--- src/rtl/hack_kbd_pkg.sv ---
// Shared constants for the PS/2 -> Hack keyboard path: Hack special key codes,
// PS/2 set-2 prefix/shift scan codes and the receiver state type.
package hack_kbd_pkg;

  localparam logic [7:0] HK_ENTER = 8'd128;
  localparam logic [7:0] HK_BKSP  = 8'd129;
  localparam logic [7:0] HK_LEFT  = 8'd130;
  localparam logic [7:0] HK_UP    = 8'd131;
  localparam logic [7:0] HK_RIGHT = 8'd132;
  localparam logic [7:0] HK_DOWN  = 8'd133;
  localparam logic [7:0] HK_HOME  = 8'd134;
  localparam logic [7:0] HK_END   = 8'd135;
  localparam logic [7:0] HK_PGUP  = 8'd136;
  localparam logic [7:0] HK_PGDN  = 8'd137;
  localparam logic [7:0] HK_INS   = 8'd138;
  localparam logic [7:0] HK_DEL   = 8'd139;
  localparam logic [7:0] HK_ESC   = 8'd140;
  localparam logic [7:0] HK_F1    = 8'd141;
  localparam logic [7:0] HK_F2    = 8'd142;
  localparam logic [7:0] HK_F3    = 8'd143;
  localparam logic [7:0] HK_F4    = 8'd144;
  localparam logic [7:0] HK_F5    = 8'd145;
  localparam logic [7:0] HK_F6    = 8'd146;
  localparam logic [7:0] HK_F7    = 8'd147;
  localparam logic [7:0] HK_F8    = 8'd148;
  localparam logic [7:0] HK_F9    = 8'd149;
  localparam logic [7:0] HK_F10   = 8'd150;
  localparam logic [7:0] HK_F11   = 8'd151;
  localparam logic [7:0] HK_F12   = 8'd152;

  localparam logic [7:0] SC_E0     = 8'hE0;
  localparam logic [7:0] SC_F0     = 8'hF0;
  localparam logic [7:0] SC_LSHIFT = 8'h12;
  localparam logic [7:0] SC_RSHIFT = 8'h59;

  typedef enum logic [1:0] {
    RX_IDLE,
    RX_DATA,
    RX_PARITY,
    RX_STOP
  } rx_state_t;

endpackage

--- src/rtl/ps2_hack_keyboard_if.sv ---
// Pin and result bundle of the PS/2 keyboard block; the host/board side is the
// master (drives the PS/2 lines), the receiver is the slave.
interface ps2_hack_keyboard_if;
  logic        ps_clk;
  logic        ps_data;
  logic [15:0] key_code;
  logic        key_valid;
  logic [7:0]  scan_code;
  logic        frame_err;

  modport master (
    output ps_clk, ps_data,
    input  key_code, key_valid, scan_code, frame_err
  );

  modport slave (
    input  ps_clk, ps_data,
    output key_code, key_valid, scan_code, frame_err
  );
endinterface

--- src/rtl/ps2_scan_to_hack.sv ---
// Combinational PS/2 set-2 scan code to Hack key code table; 0 means unmapped.
module ps2_scan_to_hack
  import hack_kbd_pkg::*;
(
  input  logic       e0,
  input  logic [7:0] scan,
  input  logic       shift,
  output logic [7:0] code
);

  always_comb begin
    code = 8'd0;
    if (e0) begin
      // Extended codes reuse keypad scan codes, so navigation only exists here.
      case (scan)
        8'h6B:   code = HK_LEFT;
        8'h75:   code = HK_UP;
        8'h74:   code = HK_RIGHT;
        8'h72:   code = HK_DOWN;
        8'h6C:   code = HK_HOME;
        8'h69:   code = HK_END;
        8'h7D:   code = HK_PGUP;
        8'h7A:   code = HK_PGDN;
        8'h70:   code = HK_INS;
        8'h71:   code = HK_DEL;
        8'h5A:   code = HK_ENTER;
        8'h4A:   code = "/";
        default: code = 8'd0;
      endcase
    end else begin
      case (scan)
        8'h1C: code = "A";
        8'h32: code = "B";
        8'h21: code = "C";
        8'h23: code = "D";
        8'h24: code = "E";
        8'h2B: code = "F";
        8'h34: code = "G";
        8'h33: code = "H";
        8'h43: code = "I";
        8'h3B: code = "J";
        8'h42: code = "K";
        8'h4B: code = "L";
        8'h3A: code = "M";
        8'h31: code = "N";
        8'h44: code = "O";
        8'h4D: code = "P";
        8'h15: code = "Q";
        8'h2D: code = "R";
        8'h1B: code = "S";
        8'h2C: code = "T";
        8'h3C: code = "U";
        8'h2A: code = "V";
        8'h1D: code = "W";
        8'h22: code = "X";
        8'h35: code = "Y";
        8'h1A: code = "Z";
        8'h16: code = shift ? "!" : "1";
        8'h1E: code = shift ? "@" : "2";
        8'h26: code = shift ? "#" : "3";
        8'h25: code = shift ? "$" : "4";
        8'h2E: code = shift ? "%" : "5";
        8'h36: code = shift ? "^" : "6";
        8'h3D: code = shift ? "&" : "7";
        8'h3E: code = shift ? "*" : "8";
        8'h46: code = shift ? "(" : "9";
        8'h45: code = shift ? ")" : "0";
        8'h0E: code = shift ? 8'd126 : 8'd96;
        8'h4E: code = shift ? "_" : "-";
        8'h55: code = shift ? "+" : "=";
        8'h54: code = shift ? "{" : "[";
        8'h5B: code = shift ? "}" : "]";
        8'h5D: code = shift ? "|" : 8'd92;
        8'h4C: code = shift ? ":" : ";";
        8'h52: code = shift ? 8'd34 : "'";
        8'h41: code = shift ? "<" : ",";
        8'h49: code = shift ? ">" : ".";
        8'h4A: code = shift ? "?" : "/";
        8'h29: code = " ";
        8'h5A: code = HK_ENTER;
        8'h66: code = HK_BKSP;
        8'h76: code = HK_ESC;
        8'h05: code = HK_F1;
        8'h06: code = HK_F2;
        8'h04: code = HK_F3;
        8'h0C: code = HK_F4;
        8'h03: code = HK_F5;
        8'h0B: code = HK_F6;
        8'h83: code = HK_F7;
        8'h0A: code = HK_F8;
        8'h01: code = HK_F9;
        8'h09: code = HK_F10;
        8'h78: code = HK_F11;
        8'h07: code = HK_F12;
        8'h70: code = "0";
        8'h69: code = "1";
        8'h72: code = "2";
        8'h7A: code = "3";
        8'h6B: code = "4";
        8'h73: code = "5";
        8'h74: code = "6";
        8'h6C: code = "7";
        8'h75: code = "8";
        8'h7D: code = "9";
        8'h71: code = ".";
        default: code = 8'd0;
      endcase
    end
  end

endmodule

--- src/rtl/ps2_hack_keyboard.sv ---
// PS/2 receiver feeding the Hack KBD word: synchronises the pins, frames bytes
// and tracks E0/F0/shift prefixes to hold the most recently pressed key.
module ps2_hack_keyboard
  import hack_kbd_pkg::*;
#(
  parameter int TIMEOUT_CYCLES = 10000,
  parameter int SYNC_STAGES    = 2
) (
  input logic clk,
  input logic rst,
  ps2_hack_keyboard_if.slave kbd
);

  localparam int TMO_W = $clog2(TIMEOUT_CYCLES + 1);
  localparam logic [TMO_W-1:0] TMO_LAST = TMO_W'(TIMEOUT_CYCLES - 1);

  logic [SYNC_STAGES-1:0] clk_sync;
  logic [SYNC_STAGES-1:0] data_sync;
  logic                   clk_prev;
  logic                   ps_clk_s;
  logic                   ps_data_s;
  logic                   strobe;

  rx_state_t        state;
  logic [2:0]       bit_cnt;
  logic [7:0]       shift_reg;
  logic [7:0]       rx_byte;
  logic             par_err;
  logic             byte_rdy;
  logic             frame_err_r;
  logic [TMO_W-1:0] tmo_cnt;

  logic        e0;
  logic        f0;
  logic        shift_held;
  logic        is_shift_key;
  logic [7:0]  hack_code;
  logic [15:0] key_code_r;
  logic        key_valid_r;
  logic [7:0]  scan_code_r;

  // Sync flops idle high like the PS/2 lines so reset never fakes a falling edge.
  always_ff @(posedge clk) begin
    if (rst) begin
      clk_sync  <= '1;
      data_sync <= '1;
      clk_prev  <= 1'b1;
    end else begin
      clk_sync  <= {clk_sync[SYNC_STAGES-2:0], kbd.ps_clk};
      data_sync <= {data_sync[SYNC_STAGES-2:0], kbd.ps_data};
      clk_prev  <= clk_sync[SYNC_STAGES-1];
    end
  end

  assign ps_clk_s  = clk_sync[SYNC_STAGES-1];
  assign ps_data_s = data_sync[SYNC_STAGES-1];
  assign strobe    = clk_prev & ~ps_clk_s;

  always_ff @(posedge clk) begin
    if (rst) begin
      state       <= RX_IDLE;
      bit_cnt     <= 3'd0;
      shift_reg   <= 8'd0;
      rx_byte     <= 8'd0;
      par_err     <= 1'b0;
      byte_rdy    <= 1'b0;
      frame_err_r <= 1'b0;
      tmo_cnt     <= '0;
    end else begin
      byte_rdy    <= 1'b0;
      frame_err_r <= 1'b0;
      if (strobe) begin
        tmo_cnt <= '0;
        case (state)
          RX_IDLE: begin
            if (!ps_data_s) begin
              state   <= RX_DATA;
              bit_cnt <= 3'd0;
              par_err <= 1'b0;
            end else begin
              frame_err_r <= 1'b1;
            end
          end
          RX_DATA: begin
            shift_reg <= {ps_data_s, shift_reg[7:1]};
            if (bit_cnt == 3'd7) state <= RX_PARITY;
            else bit_cnt <= bit_cnt + 1'b1;
          end
          RX_PARITY: begin
            par_err <= ~(^{shift_reg, ps_data_s});
            state   <= RX_STOP;
          end
          RX_STOP: begin
            if (ps_data_s && !par_err) begin
              byte_rdy <= 1'b1;
              rx_byte  <= shift_reg;
            end else begin
              frame_err_r <= 1'b1;
            end
            state <= RX_IDLE;
          end
          default: state <= RX_IDLE;
        endcase
      end else if (state != RX_IDLE) begin
        // A stalled host abandons the partial byte; prefix flags are left alone.
        if (tmo_cnt == TMO_LAST) begin
          frame_err_r <= 1'b1;
          state       <= RX_IDLE;
          tmo_cnt     <= '0;
        end else begin
          tmo_cnt <= tmo_cnt + 1'b1;
        end
      end
    end
  end

  ps2_scan_to_hack u_xlate (
    .e0    (e0),
    .scan  (rx_byte),
    .shift (shift_held),
    .code  (hack_code)
  );

  assign is_shift_key = (rx_byte == SC_LSHIFT) || (rx_byte == SC_RSHIFT);

  always_ff @(posedge clk) begin
    if (rst) begin
      e0          <= 1'b0;
      f0          <= 1'b0;
      shift_held  <= 1'b0;
      key_code_r  <= 16'd0;
      key_valid_r <= 1'b0;
      scan_code_r <= 8'd0;
    end else begin
      key_valid_r <= 1'b0;
      if (byte_rdy) begin
        scan_code_r <= rx_byte;
        if (rx_byte == SC_E0) begin
          e0 <= 1'b1;
        end else if (rx_byte == SC_F0) begin
          f0 <= 1'b1;
        end else begin
          // key_valid only fires on a real change, so typematic repeats stay silent.
          if (is_shift_key) begin
            shift_held <= ~f0;
          end else if (!f0) begin
            if (hack_code != 8'd0 && {8'h00, hack_code} != key_code_r) begin
              key_code_r  <= {8'h00, hack_code};
              key_valid_r <= 1'b1;
            end
          end else if (hack_code != 8'd0 && {8'h00, hack_code} == key_code_r) begin
            key_code_r  <= 16'd0;
            key_valid_r <= 1'b1;
          end
          e0 <= 1'b0;
          f0 <= 1'b0;
        end
      end
    end
  end

  assign kbd.key_code  = key_code_r;
  assign kbd.key_valid = key_valid_r;
  assign kbd.scan_code = scan_code_r;
  assign kbd.frame_err = frame_err_r;

endmodule

--- src/flat_wrapper.sv ---
// flat-port wrapper written by rule: the top's interface ports become plain ports
module ps2_hack_keyboard_flat import hack_kbd_pkg::*;
#(
  parameter int TIMEOUT_CYCLES = 10000,
  parameter int SYNC_STAGES    = 2
)
  (clk, rst, kbd_ps_clk, kbd_ps_data, kbd_key_code, kbd_key_valid, kbd_scan_code, kbd_frame_err);
  ps2_hack_keyboard_if kbd_i ();
  input logic clk;
  input logic rst;
  input wire logic [$bits(kbd_i.ps_clk)-1:0] kbd_ps_clk;
  input wire logic [$bits(kbd_i.ps_data)-1:0] kbd_ps_data;
  output wire logic [$bits(kbd_i.key_code)-1:0] kbd_key_code;
  output wire logic [$bits(kbd_i.key_valid)-1:0] kbd_key_valid;
  output wire logic [$bits(kbd_i.scan_code)-1:0] kbd_scan_code;
  output wire logic [$bits(kbd_i.frame_err)-1:0] kbd_frame_err;
  assign kbd_i.ps_clk = kbd_ps_clk;
  assign kbd_i.ps_data = kbd_ps_data;
  assign kbd_key_code = kbd_i.key_code;
  assign kbd_key_valid = kbd_i.key_valid;
  assign kbd_scan_code = kbd_i.scan_code;
  assign kbd_frame_err = kbd_i.frame_err;
  ps2_hack_keyboard #(.TIMEOUT_CYCLES(TIMEOUT_CYCLES), .SYNC_STAGES(SYNC_STAGES)) u_core (.clk(clk), .rst(rst), .kbd(kbd_i));
endmodule
--- config.mk ---
export PLATFORM = sky130hd
export DESIGN_NAME = ps2_hack_keyboard_flat
export DESIGN_NICKNAME = d
export VERILOG_FILES = /design/src/rtl/hack_kbd_pkg.sv /design/src/rtl/ps2_hack_keyboard_if.sv /design/src/rtl/ps2_scan_to_hack.sv /design/src/rtl/ps2_hack_keyboard.sv /design/src/flat_wrapper.sv
export SDC_FILE = /design/constraint.sdc
export NUM_CORES = 1
export LEC_CHECK = 0
export ABC_CLOCK_PERIOD_IN_PS = 4600
export BUFFER_PORTS_ARGS = -buffer_cell sky130_fd_sc_hd__buf_2
export CORE_UTILIZATION = 39
export DETAILED_ROUTE_END_ITERATION = 12
export SLEW_MARGIN = 10
export SYNTH_ARGS = -nofsm -noshare
export SYNTH_HDL_FRONTEND = slang
export SYNTH_SLANG_ARGS = --single-unit
--- constraint.sdc ---
create_clock -name clk -period 4.6 [get_ports clk]
set_clock_uncertainty 0.2 [all_clocks]
set_input_delay 0.23 -clock clk [delete_from_list [all_inputs] [get_ports clk]]
set_output_delay 0.23 -clock clk [all_outputs]
set_load 0.02 [all_outputs]
# Word level (Yosys, flattened, before mapping)
# Index checks and enable logic that the tools add are counted.
# op_classes
add_sub_neg,2
eq_ne,91
muxes,52
n_bitwise,10
n_reduce_logical,26
# op_table
cell,n
one-hot mux 8 bit (74 select lines),1
"== test 8 x 7 -> 1 bit, second input constant",33
"== test 8 x 6 -> 1 bit, second input constant",23
one-hot mux 8 bit (12 select lines),1
2-to-1 mux 5 bit,13
"== test 8 x 5 -> 1 bit, second input constant",8
2-to-1 mux 16 bit,3
"== test 8 x 4 -> 1 bit, second input constant",5
"== test 8 x 3 -> 1 bit, second input constant",4
"== test 8 bit, second input constant",3
2-to-1 mux 7 bit,3
2-to-1 mux 6 bit,3
== test 8 x 16 -> 1 bit,1
!= test 8 x 16 -> 1 bit,1
"adder 14 x 1 -> 14 bit, second input constant",1
"== test 14 bit, second input constant",1
2-to-1 mux 1 bit,14
2-to-1 mux 14 bit,1
AND reduction 4 bit,3
nonzero test 2 bit,6
2-to-1 mux 2 bit,5
2-to-1 mux 3 bit,3
inverter 1 bit,9
XOR reduction 9 bit,1
other kinds (25),35
# word_totals
reg_bits,71
elab_cells,198

# Depth between registers and ports, before layout
# depth
ltp_word,7
mapped_depth,14

# By module
# From an unflattened synthesis, not the netlist that was laid out.
# unflattened
hier_cells,580
hier_area_um2,4803.4
# modules_own_cells
module,instances,cells_each,area_each_um2,seq_area_each_um2
ps2_hack_keyboard,1,302,2844.0,1261.2
ps2_scan_to_hack,1,278,1959.4,0.0

# Least setup slack after synthesis
# Ideal clock, no wire load.
# synth_path
path_type,register to register
startpoint,register u_core.rx_byte[3]
endpoint,register u_core.key_code_r[3] (netlist: u_core.kbd.key_code[3])
setup_ps,136
t_arrival_ps,2913
slack_ps,1350
stages_incl_launch_ff,14
path_buffers,3
synth_period_minus_slack_ps,3250
cell_sequence,dfxtp_1 -> buf_2 -> buf_4 -> buf_2 -> nor2b_1 -> and2_1 -> a22o_1 -> a2111oi_0 -> a31oi_2 -> xnor2_1 -> nor4_4 -> a31oi_2 -> nor3_4 -> o32ai_1
# synth_between
elab_chain_cells,7
word_cells_on_any_way,95
cone_classes,eq/ne: 81; mux: 5; bitwise: 3; reduce/logical: 6
# synth_lines
item,line_no,source
from (decl),ps2_hack_keyboard.sv:27,logic [7:0] rx_byte;
from (signal assigned),ps2_hack_keyboard.sv:96,rx_byte <= shift_reg;
"== test 8 x 7 -> 1 bit, or another cell as far along","ps2_scan_to_hack.sv:15, ps2_scan_to_hack.sv:31",
one-hot mux 8 bit (74 select lines) / one-hot mux 8 bit (12 select lines) (equally long branches),"ps2_scan_to_hack.sv:31, ps2_scan_to_hack.sv:15",
2-to-1 mux 8 bit,ps2_scan_to_hack.sv:13,if (e0) begin
"== test 8 x 16 -> 1 bit, or another cell as far along",ps2_hack_keyboard.sv:151,"end else if (hack_code != 8'd0 && {8'h00, hack_code} == key_code_r) begin"
"logical AND 1 bit, on equally long branches","ps2_hack_keyboard.sv:151, ps2_hack_keyboard.sv:147",
!= test 2 bit (no line) / nonzero test 2 bit (equally long branches),n/a,
AND reduction 6 bit (no line),n/a,
to (signal assigned),ps2_hack_keyboard.sv:148,"key_code_r <= {8'h00, hack_code};"
to (decl),ps2_hack_keyboard.sv:38,logic [15:0] key_code_r;
# Several ways; a longest one is shown, not always the timed one. The select of a mux whose other input is x is not followed.
# A chain may end at the register's enable or synchronous reset.

# Final worst setup path
# layout_path
startpoint,register u_core.rx_byte[4]
endpoint,register u_core.key_code_r[1] (netlist: u_core.kbd.key_code[1])
# Same word-level chain as after synthesis.

==> metrics.txt <==
worst r2r src u_core.rx_byte[4]; post-DP HPWL approximately 12 mm; kind of critical path flip-flop to flip-flop; gr usage total 0.254; DR WL/cell 20.6 um; Worst-path clk slew approximately 0.060 ns; yosys warns 0; die width roughly 120 um; Worst Max-Slew Pin Slew roughly 1.1 ns; Hold Violations, Final 0; gpl congestion approximately 0.99; total of max-cap violations 0; CTS Sinks 63; Worst VDD drop 0.000303 V; grt total ovfl 0; antenna viol nets, final 0; die height 117 um; first-iteration detailed-routing DRC count 672; Post-Syn Area per Cell between 8 and 9 sq um; Worst Hold Launch u_core.data_sync[0]; synthesized flop and latch total 63; depth of the worst register-to-register path 11; Setup crit start kind flip-flop; Post-synth EDFFs 0; Synth top area share 0.246; Commonest cells post-synth 63 x dfxtp_1, 62 x nor2_1, 38 x nand2_1; area delta synth->final 9.41%; H-tree lvl count 3; vias in the first global route 4694; setup slack after placement 0.367 ns; RR Endpoint u_core.kbd.key_code[1]; Die ar. 13600 sq um; fin crit share 0.937; initial antenna violation count 0; Critical Path AT 4.30 ns; first-pass GRT wire length 26.2 mm; max reg flops 14; cts repair resizes 0; worst setup margin 0.288 ns; Antenna Cells 0; net count reported at finish 645; largest net degree at the start of global routing 51; unrepaired setup endpoints after global routing no; Synth Flop Type dfxtp_1; TritonCTS clock tree built; Worst Hold Class flip-flop to flip-flop; Initial Util 0.404; ranking of synthesized cells by area dfxtp_1 25%, nor2_1 4.5%, nand3_1 3.5%, mux2i_1 3.3%, a21oi_1 3.1%; clk buf depth 2; largest reg by FF count u_core.tmo_cnt; Core Rows 41; crit path time final 4.31 ns; vias per cell 6.24; Unique masters post-synth 90; CP Capture Type flip-flop; area of the mapped netlist 5130 sq um; TritonCTS Buffers 9; WHS Path Cells 1; CTS root buffer clkbuf_16; Core Region 12700 sq um; First-pass DRT Iterations 5; Leak Pwr 2.04 nW; worst skew pair latency ~0.33 ns; ys async rst share 0; endpoints failing setup 0; number of post-CTS setup repair buffers 0; r2r setup slk 0.29 ns; Critical Path RT 4.59 ns; Slew Limit Fails 0; drt drc 0; Fin Setup TNS 0 ns; top-count cell post-synth dfxtp_1; Synth area leader dfxtp_1; share of layout cells above drive strength 1 0.161; Mapped Cells 632; worst-path maximum fanout 19; DR vias about 5000; IO Port Bufs 21; total power 1.25 mW; CTS Hold Buffers Added 2; routed wire length 16.7 mm; Max Freq 232 MHz; WHS Endpoint u_core.data_sync[1]; status completed; power density over the cells 222 nW/um^2; IO Count 30; Seq/Total Area, Yosys 0.246; Slew HR 0.291
cells in the final DEF, fill, tap and decap left out, types with 12 or more instances in the layout:
cell	count
mux2i_1	17
o21ai_0	15
inv_1	17
dfxtp_1	63
nor2b_1	15
buf_4	24
buf_2	21
nor3_1	12
nor2_1	62
nand2b_1	13
nand2_1	38
nand3_1	36
xor2_1	13
a21oi_1	32
xnor2_1	15
how the worst max path moves through the flow:
stage	start	to	slack [ns]	cells after the start
2_1_floorplan	u_core.rx_byte[3]	u_core.kbd.key_code[3]	1.35	13
3_3_place_gp	u_core.rx_byte[4]	u_core.kbd.key_code[2]	0.34	11
3_5_place_dp	u_core.rx_byte[4]	u_core.kbd.key_code[0]	0.37	11
4_1_cts	u_core.rx_byte[4]	u_core.kbd.key_code[2]	0.36	11
5_1_grt	u_core.rx_byte[4]	u_core.kbd.key_code[6]	0.09	11
6_report	u_core.rx_byte[4]	u_core.kbd.key_code[1]	0.29	11
through the flow:
stage / std cells / area [sq um] / util / hold slack (ns)
floorplan: 639 / 5160 / - / 0.134
global placement: 793 / 5290 / 0.416 / 0.194
detailed placement: 793 / 5300 / 0.416 / 0.198
CTS: 811 / 5620 / 0.441 / 0.214
global route: 811 / 5620 / 0.441 / 0.218
finish: 811 / 5620 / 0.441 / 0.210
area by class of cell:
cell class / instances / area (sq um)
inverter: 19 / 71.3
clock buffer: 9 / 225
sequential: 63 / 1260
tap: 172 / 215
timing repair buffer: 49 / 345
fill: 1334 / 7110
multi-input combinational: 492 / 3420
clock inverter: 7 / 73.8
per-layer routing:
layer | vias up | wire [um] | track usage
met5 | - | 0 | 0
met3 | 68 | 1580 | 0.0643
met1 | 2362 | 6930 | 0.324
met2 | 295 | 7300 | 0.390
met4 | 0 | 859 | 0.143
li1 | 2332 | - | -
cell families (layout without fill, tap and decap cells):
group                      after synthesis  after routing  synth area share
buffers and inverters                   84             84            0.0953
xor gates and xnor gates                28             28            0.0478
and+or+nand+nor                        291            291             0.347
adders and majority gates                7              7            0.0171
AOI/OAI and AO/OA                      139            139             0.209
DFF                                     63             63             0.246
other                                    1              8          0.000730
muxes                                   19             19            0.0375
worst max-delay path, stage by stage, from the launching register on:
cell and delay, ns:
dfxtp_1 0.79, buf_4 0.33, xor2_1 0.23, mux2_1 0.34, a31o_1 0.22, nor4_1 0.40, or3b_1 0.45, mux2_2 0.32
nor4_4 0.23, a31oi_2 0.17, nor3_4 0.36, o32ai_1 0.12
where the power goes:
| part | internal [mW] | switching, mW |
|---|---|---|
| combinational | 0.00732 | 0.0203 |
| clock | 0.419 | 0.252 |
| sequential | 0.548 | 0.00145 |
| total | 0.975 | 0.274 |
Power figures use the tool's default switching activity.
